`src/rtl/mcu51_disp_pkg.sv`:
```
// Shared constants for the MCU51 port display: blanking values, digit count
// and the hex -> 7-segment (active-high abcdefg) lookup table.
package mcu51_disp_pkg;

    localparam int NUM_DIGITS = 4;

    localparam logic [6:0] SEG_OFF = 7'h7F;
    localparam logic [3:0] AN_OFF  = 4'hF;

    // Entry n is the active-high pattern for hex digit n (index 15 listed first).
    localparam logic [15:0][6:0] HEX_SEG_TABLE = {
        7'h71, 7'h79, 7'h5E, 7'h39, 7'h7C, 7'h77, 7'h6F, 7'h7F,
        7'h07, 7'h7D, 7'h6D, 7'h66, 7'h4F, 7'h5B, 7'h06, 7'h3F
    };

endpackage

```
`src/rtl/hex_to_seg7.sv`:
```
// Combinational 4-bit nibble to active-high abcdefg segment pattern.
module hex_to_seg7
    import mcu51_disp_pkg::*;
(
    input  logic [3:0] nibble_i,
    output logic [6:0] seg_o
);

    assign seg_o = HEX_SEG_TABLE[nibble_i];

endmodule

```
`src/rtl/port_display_scan.sv`:
```
// Tear-free once-per-frame snapshot of P0/P1L shown on a 4-digit multiplexed
// common-anode display. Optional macro LEADING_ZERO_BLANK_EN blanks leading zeros.
module port_display_scan
    import mcu51_disp_pkg::*;
#(
    parameter int SCAN_DIV   = 50000,
    parameter int BLANK_CYC  = 500,
    parameter int ACT_FRAMES = 8
) (
    input  logic       CLK,
    input  logic       reset,
    input  logic [7:0] P0,
    input  logic [3:0] P1L,
    output logic [6:0] seg,
    output logic       dp,
    output logic [3:0] an,
    output logic       frame_tick
);

    localparam int DIV_W = $clog2(SCAN_DIV);
    localparam logic [DIV_W-1:0] DIV_LAST  = DIV_W'(SCAN_DIV - 1);
    localparam logic [DIV_W-1:0] BLANK_LIM = DIV_W'(BLANK_CYC);
    localparam logic [7:0]       ACT_LOAD  = 8'(ACT_FRAMES);
    localparam logic [1:0]       IDX_LAST  = 2'(NUM_DIGITS - 1);

    logic [DIV_W-1:0] div_cnt_q, div_cnt_d;
    logic [1:0]       idx_q, idx_d;
    logic [11:0]      snap_q, snap_d;
    logic [7:0]       act_cnt_q, act_cnt_d;
    logic             primed_q, primed_d;
    logic [6:0]       seg_q, seg_d;
    logic             dp_q, dp_d;
    logic [3:0]       an_q, an_d;
    logic             frame_tick_q, frame_tick_d;

    logic [3:0] digit_nib;
    logic [6:0] digit_seg;
    logic       digit_show;
    logic       load;
    logic [11:0] port_val;

    assign port_val = {P1L, P0};

    always_comb begin
        case (idx_q)
            2'd0:    digit_nib = snap_q[3:0];
            2'd1:    digit_nib = snap_q[7:4];
            default: digit_nib = snap_q[11:8];
        endcase
    end

    hex_to_seg7 u_hex_to_seg7 (
        .nibble_i (digit_nib),
        .seg_o    (digit_seg)
    );

    always_comb begin
        digit_show = 1'b1;
`ifdef LEADING_ZERO_BLANK_EN
        if (idx_q == 2'd2 && snap_q[11:8] == 4'h0) digit_show = 1'b0;
        if (idx_q == 2'd1 && snap_q[11:4] == 8'h00) digit_show = 1'b0;
`endif
    end

    always_comb begin
        div_cnt_d    = div_cnt_q + 1'b1;
        idx_d        = idx_q;
        snap_d       = snap_q;
        act_cnt_d    = act_cnt_q;
        primed_d     = 1'b1;
        seg_d        = SEG_OFF;
        dp_d         = 1'b1;
        an_d         = AN_OFF;
        frame_tick_d = 1'b0;

        if (div_cnt_q == DIV_LAST) begin
            div_cnt_d = '0;
            idx_d     = idx_q + 1'b1;
        end

        // First cycle out of reset loads immediately so the display is never stale.
        load = !primed_q || (div_cnt_q == DIV_LAST && idx_q == IDX_LAST);
        if (load) begin
            snap_d       = port_val;
            frame_tick_d = 1'b1;
            if (port_val != snap_q)
                act_cnt_d = ACT_LOAD;
            else if (act_cnt_q != 8'd0)
                act_cnt_d = act_cnt_q - 1'b1;
        end

        // Anti-ghost window at the start of each slot; slot 3 is the spare digit.
        if (div_cnt_q >= BLANK_LIM && idx_q != IDX_LAST && digit_show) begin
            an_d  = ~(4'b0001 << idx_q);
            seg_d = ~digit_seg;
            dp_d  = !(idx_q == 2'd0 && act_cnt_q != 8'd0);
        end
    end

    always_ff @(posedge CLK) begin
        if (reset) begin
            div_cnt_q    <= '0;
            idx_q        <= 2'd0;
            snap_q       <= 12'h000;
            act_cnt_q    <= 8'd0;
            primed_q     <= 1'b0;
            seg_q        <= SEG_OFF;
            dp_q         <= 1'b1;
            an_q         <= AN_OFF;
            frame_tick_q <= 1'b0;
        end else begin
            div_cnt_q    <= div_cnt_d;
            idx_q        <= idx_d;
            snap_q       <= snap_d;
            act_cnt_q    <= act_cnt_d;
            primed_q     <= primed_d;
            seg_q        <= seg_d;
            dp_q         <= dp_d;
            an_q         <= an_d;
            frame_tick_q <= frame_tick_d;
        end
    end

    assign seg        = seg_q;
    assign dp         = dp_q;
    assign an         = an_q;
    assign frame_tick = frame_tick_q;

endmodule

```
`config.mk`:
```
export PLATFORM = sky130hd
export DESIGN_NAME = port_display_scan
export DESIGN_NICKNAME = d
export VERILOG_FILES = /design/src/rtl/mcu51_disp_pkg.sv /design/src/rtl/hex_to_seg7.sv /design/src/rtl/port_display_scan.sv
export SDC_FILE = /design/constraint.sdc
export NUM_CORES = 1
export LEC_CHECK = 0
export ABC_AREA = 1
export BUFFER_PORTS_ARGS = -buffer_cell sky130_fd_sc_hd__buf_2
export CORE_ASPECT_RATIO = 0.8
export CORE_MARGIN = 2
export CORE_UTILIZATION = 40
export DETAILED_ROUTE_END_ITERATION = 7
export GPL_TIMING_DRIVEN = 0
export SLEW_MARGIN = 10
export SYNTH_ARGS = -nofsm -noshare
export SYNTH_HDL_FRONTEND = slang
export SYNTH_SLANG_ARGS = --single-unit
```
`constraint.sdc`:
```
create_clock -name CLK -period 5.5 [get_ports CLK]
set_clock_uncertainty 0.1 [all_clocks]
set_input_delay 0.275 -clock CLK [delete_from_list [all_inputs] [get_ports CLK]]
set_output_delay 0.275 -clock CLK [all_outputs]
set_load 0.02 [all_outputs]
```
Word-level counts from Yosys, hierarchy flattened
Memories as Yosys holds them, arrays and structs flattened.
Cells that the tools add are included.
{ "totals": {"ff_bits": 52, "rom_bits": 112, "in_bits": 14, "n_memories": 1} }
{ "classes": {"eq_ne": 5, "mux": 6, "bitwise_logic": 3, "addsub": 3, "n_reduce_logical": 12, "n_lt_le_gt_ge": 2, "n_shift": 1} }
{ "memory_table": {"columns": ["memory", "words", "word_bits", "rd", "rd_clocked_by_memory_dff", "wr", "line", "source"], "rows": [
  ["(no name shown)", 16, 7, 1, 0, 0, "hex_to_seg7.sv:9", "assign seg_o = HEX_SEG_TABLE[nibble_i];"]
]} }
{ "op_table": {"columns": ["op", "n"], "rows": [
  ["adder 16 x 1 -> 16 bit (second input constant)", 1],
  ["== test 16 bit (second input constant)", 1],
  ["greater-or-equal comparator 16 x 9 -> 1 bit (second input constant)", 1],
  ["two-way mux 8 bit", 2],
  ["!= test 12 bit", 1],
  ["one-hot mux 4 bit (2 select lines)", 1],
  ["nonzero test 8 bit", 1],
  ["subtractor 8 x 1 -> 8 bit (second input constant)", 1],
  ["two-way mux 7 bit", 1],
  ["NOT 7 bit", 1],
  ["< comparator 4 x 5 -> 1 bit (second input constant)", 1],
  ["NOT 4 bit", 1],
  ["OR reduction 2 bit", 2],
  ["<< shifter 1 x 2 -> 4 bit (first input constant)", 1],
  ["logical AND 1 bit", 3],
  ["adder 2 x 1 -> 2 bit (second input constant)", 1],
  ["== test 2 x 1 -> 1 bit (second input constant)", 1],
  ["== test 2 bit (second input constant)", 1],
  ["zero test 1 bit", 2],
  ["zero test 2 bit", 1],
  ["two-way mux 1 bit", 2],
  ["!= test 2 bit (second input constant)", 1],
  ["AND reduction 2 bit", 1],
  ["nonzero test 2 bit", 1],
  ["other kinds (2)", 2]
]} }

Logic depth before layout (Yosys ltp)
{ "logic_depth": {"ltp_word": 5, "depth_mapped": 12, "ltp_nobuf": 12} }

Cells and area by module
Synthesis repeated with hierarchy kept, for this count alone.
{ "hier_totals": {"hier_cells": 428, "area_unflattened_um2": 2899.0} }
{ "modules_own_cells": {"columns": ["mod", "instances", "area_each_um2", "cells_per_inst"], "rows": [
  ["port_display_scan", 1, 2628.8, 376],
  ["hex_to_seg7", 1, 270.3, 52]
]} }

Least setup slack after synthesis
No wires, ideal clock.
{ "synth_path": {"kind": "register to register", "startpoint": "reg idx_q[0]", "endpoint": "reg seg_q[0], in the netlist seg[0]", "slack_ns": 3.504, "synth_period_minus_slack_ns": 1.996, "path_stages_with_launch": 12, "arrival_time_ns": 1.777, "path_cell_list": "dfxtp_1 -> inv_1 -> ha_1 -> inv_2 -> o22ai_1 -> a21oi_1 -> inv_1 -> ha_1 -> inv_1 -> o21ai_0 -> o21ai_0 -> nand2_1"} }
{ "synth_between": {"elab_chain_len": 5} }
{ "synth_rtl": {"columns": ["element", "line", "source"], "rows": [
  ["from (decl)", "port_display_scan.sv:27", "logic [1:0] idx_q, idx_d;"],
  ["from (signal assigned)", "port_display_scan.sv:113", "idx_q <= idx_d;"],
  ["== test 2 x 1 -> 1 bit or zero test 2 bit (tied branches)", "port_display_scan.sv:45", "case (idx_q)"],
  ["one-hot mux 4 bit (2 select lines)", "port_display_scan.sv:45", null],
  ["memory read (16 x 7 bit)", null, null],
  ["two-way mux 7 bit (implied by the code)", "hex_to_seg7.sv:9", null],
  ["NOT 7 bit", "port_display_scan.sv:95", "seg_d = ~digit_seg;"],
  ["to (signal assigned)", "port_display_scan.sv:117", "seg_q <= seg_d;"],
  ["to (decl)", "port_display_scan.sv:31", "logic [6:0] seg_q, seg_d;"]
]} }
Several ways; a longest one is shown, not always the timed one. The select of a mux whose other input is x is not followed.
A chain may end at the register's enable or synchronous reset.

Final worst setup path
Ends and elaborated chain as after synthesis.

==> impl_metrics.json <==
{
  "fp-row-count": 27,
  "grt_max_degree": 16,
  "maxCapViolations": 0,
  "tns_ps": 0,
  "clk_path_buf_depth": 2,
  "routed_wl_mm": 5.95,
  "clockRootBuffer": "clkbuf_8",
  "rsz0062_at_grt": "no",
  "setup_viol": 0,
  "port_buffers": 26,
  "holdCritPathClass": "input port to register",
  "p_sw_w": 0.000195,
  "synthCells": 411,
  "final_cell_mix": "91 x nand2_1, 56 x inv_1, 52 x dfxtp_1, 50 x nor2_1, 28 x buf_2",
  "clkPwrFrac": 0.314,
  "synth_area_um2": 2860,
  "clk_transition_reported_paths_ps": 100,
  "end_kind": "register",
  "finalHoldViolCount": 0,
  "cts_buffers": 5,
  "cts-htree-levels": 2,
  "tightest_slew_ps": 585,
  "post_cts_buffers": 0,
  "start_util": 0.414,
  "design.core.area_um2": 6890,
  "combPwrFrac": 0.134,
  "cp_max_fo": 6,
  "cts_tree": "built",
  "diodes": 0,
  "dp_hpwl_mm": 4.50,
  "fin_crit_ps": 2400,
  "boundaryPins": 27,
  "grt_pass1_wl_mm": 9.99,
  "drtIter0Drc": 82,
  "clock_latency_ps": 300,
  "use_met1": 0.211,
  "num-fill-cells": 715,
  "powerDensity_nw_per_um2": 226,
  "syn-mean-instance-area_um2": 6.95,
  "ctsHoldBuffers": 0,
  "path_class": "register to register",
  "crit_required_ps": 5590,
  "clock.fmax_mhz": 417,
  "intPower_w": 0.000527,
  "grt_overflow": 0,
  "ant_nets": 0,
  "numClockSinks": 52,
  "leakagePower_nw": 1.41,
  "synth_nets": 438,
  "synth_edf_count": 0,
  "ir_drop_uv": 93.2,
  "finalCritPeriodShare": 0.436,
  "synth_seq_cells": 52,
  "routed_via_density": 4.77,
  "grt_pass1_vias": 2216,
  "maxSlewViolCount": 0,
  "nets": 471,
  "use_met2": 0.248,
  "gp_congestion": 0.867,
  "die_h_um": 79.6,
  "first_pass_iters": 5,
  "ys_seq_area_frac": 0.365,
  "syn_to_final_growth_pct": 11.7,
  "drive_gt1_frac": 0.157,
  "yosysUniqueCellTypes": 34,
  "pwr-share-seq": 0.552,
  "die-area_um2": 7830,
  "use_met3": 0.0342,
  "grt_busiest_layer": "met2",
  "cp-start-kind": "register",
  "r2r_setup_slack_ps": 3100,
  "wl_per_cell_um": 11.2,
  "antenna_found_initial": 0,
  "layout_commonest_cell": "nand2_1",
  "yosys_warnings": 0,
  "utilization": 0.463,
  "status": "finished, final reports clean",
  "cp_data_arrival_time_ps": 2490,
  "cts-resized-gates": 0,
  "track_usage": 0.155,
  "synth-async-reset-ratio": 0,
  "vias": 2536,
  "p_sw_frac": 0.270,
  "die_w_um": 98.5,
  "finalPower_w": 0.000722,
  "drc_errors": 0,
  "max_slew_margin": 0.610,
  "synth_ff_type": "dfxtp_1"
}
## path summary, 6_finish.rpt
| kind | cells past startpoint | startpoint | end |
|---|---|---|---|
| max | 11 | idx_q[0] | seg[0] |
| min | 2 | reset | act_cnt_q[6] |
| max reg2reg | 11 | idx_q[0] | seg[0] |
| min reg2reg | 1 | div_cnt_q[0] | div_cnt_q[0] |
## cells in the mapped netlist (2+ instances only)
| cell type | instances | share of area |
|---|---|---|
| a21oi_1 | 26 | 0.046 |
| a21oi_2 | 3 | 0.0092 |
| buf_2 | 2 | 0.0035 |
| buf_6 | 2 | 0.0079 |
| dfxtp_1 | 52 | 0.36 |
| ha_1 | 13 | 0.057 |
| inv_1 | 56 | 0.074 |
| inv_2 | 11 | 0.014 |
| nand2_1 | 91 | 0.12 |
| nand2_2 | 3 | 0.0066 |
| nand3_1 | 24 | 0.042 |
| nand3_2 | 5 | 0.018 |
| nand4_1 | 3 | 0.0066 |
| nor2_1 | 50 | 0.066 |
| nor2_2 | 4 | 0.0088 |
| nor2_4 | 2 | 0.0079 |
| nor3_1 | 10 | 0.018 |
| nor3b_1 | 2 | 0.0053 |
| nor4_1 | 2 | 0.0044 |
| o21ai_0 | 10 | 0.018 |
| o21ai_1 | 11 | 0.019 |
| o22ai_1 | 4 | 0.0088 |
| xnor2_1 | 4 | 0.012 |
| xor2_1 | 11 | 0.034 |
## power groups by stage
stage	Sequential, W	Clock, W	Combinational (W)
floorplan	0.000406	0	0.0000720
global placement	0.000407	0	0.0000947
detailed placement	0.000407	0	0.0000964
CTS	0.000398	0.000235	0.0000970
global route	0.000400	0.000252	0.000112
finish	0.000398	0.000227	0.0000966
## through the flow
stage	instances	instance area [µm²]	setup WS [ps]	hold WS, ps
finish	532	3190	3100	103
CTS	532	3190	3080	96.2
global placement	524	3090	3210	347
detailed placement	524	3090	3100	359
floorplan	411	2860	3500	237
global route	532	3190	2850	97.5
## cell type report
cell class	instances	area, µm²	share of cell area
well taps	87	109	0.0341
flip-flops and latches	52	1040	0.327
clock inverters	1	7.51	0.00235
repair buffers	26	130	0.0408
multi-input cells	284	1500	0.471
plain buffers	7	58.8	0.0184
clock buffers	7	86.3	0.0271
inverters	68	255	0.0801
## state kept, by name, summed over array words and instances, names as in the netlist
signal / count
primed_q: 1
div_cnt_q: 16
an: 4
frame_tick: 1
snap_q: 12
idx_q: 2
act_cnt_q: 8
dp: 1
seg: 7
## worst max-delay path, stage by stage (launching register included)
cell     delay, ps
dfxtp_1        410
inv_1           80
ha_1           250
inv_2          100
o22ai_1         90
a21oi_1        470
inv_1          150
ha_1           260
inv_1           60
o21ai_0        100
o21ai_0        160
nand2_1         60
## per-layer routing
| metal | share of wire | vias to the layer above | wire length (µm) |
|---|---|---|---|
| li1 | - | 1347 | - |
| met4 | 0.0092 | 0 | 55 |
| met3 | 0.039 | 4 | 229 |
| met2 | 0.44 | 47 | 2640 |
| met5 | 0 | - | 0 |
| met1 | 0.51 | 1138 | 3030 |
## cells by family after synthesis
family                   count (synthesis)  share of synthesized area
flip-flops                              52                      0.365
AND/OR/NAND/NOR                        200                      0.318
buffers and inverters                   75                      0.110
AO/OA/AOI/OAI                           55                      0.103
XOR/XNOR                                15                     0.0460
other                                    1                    0.00131
adder cells (fa/ha/maj)                 13                     0.0570
Note: power is estimated with default switching activity, not from simulation.
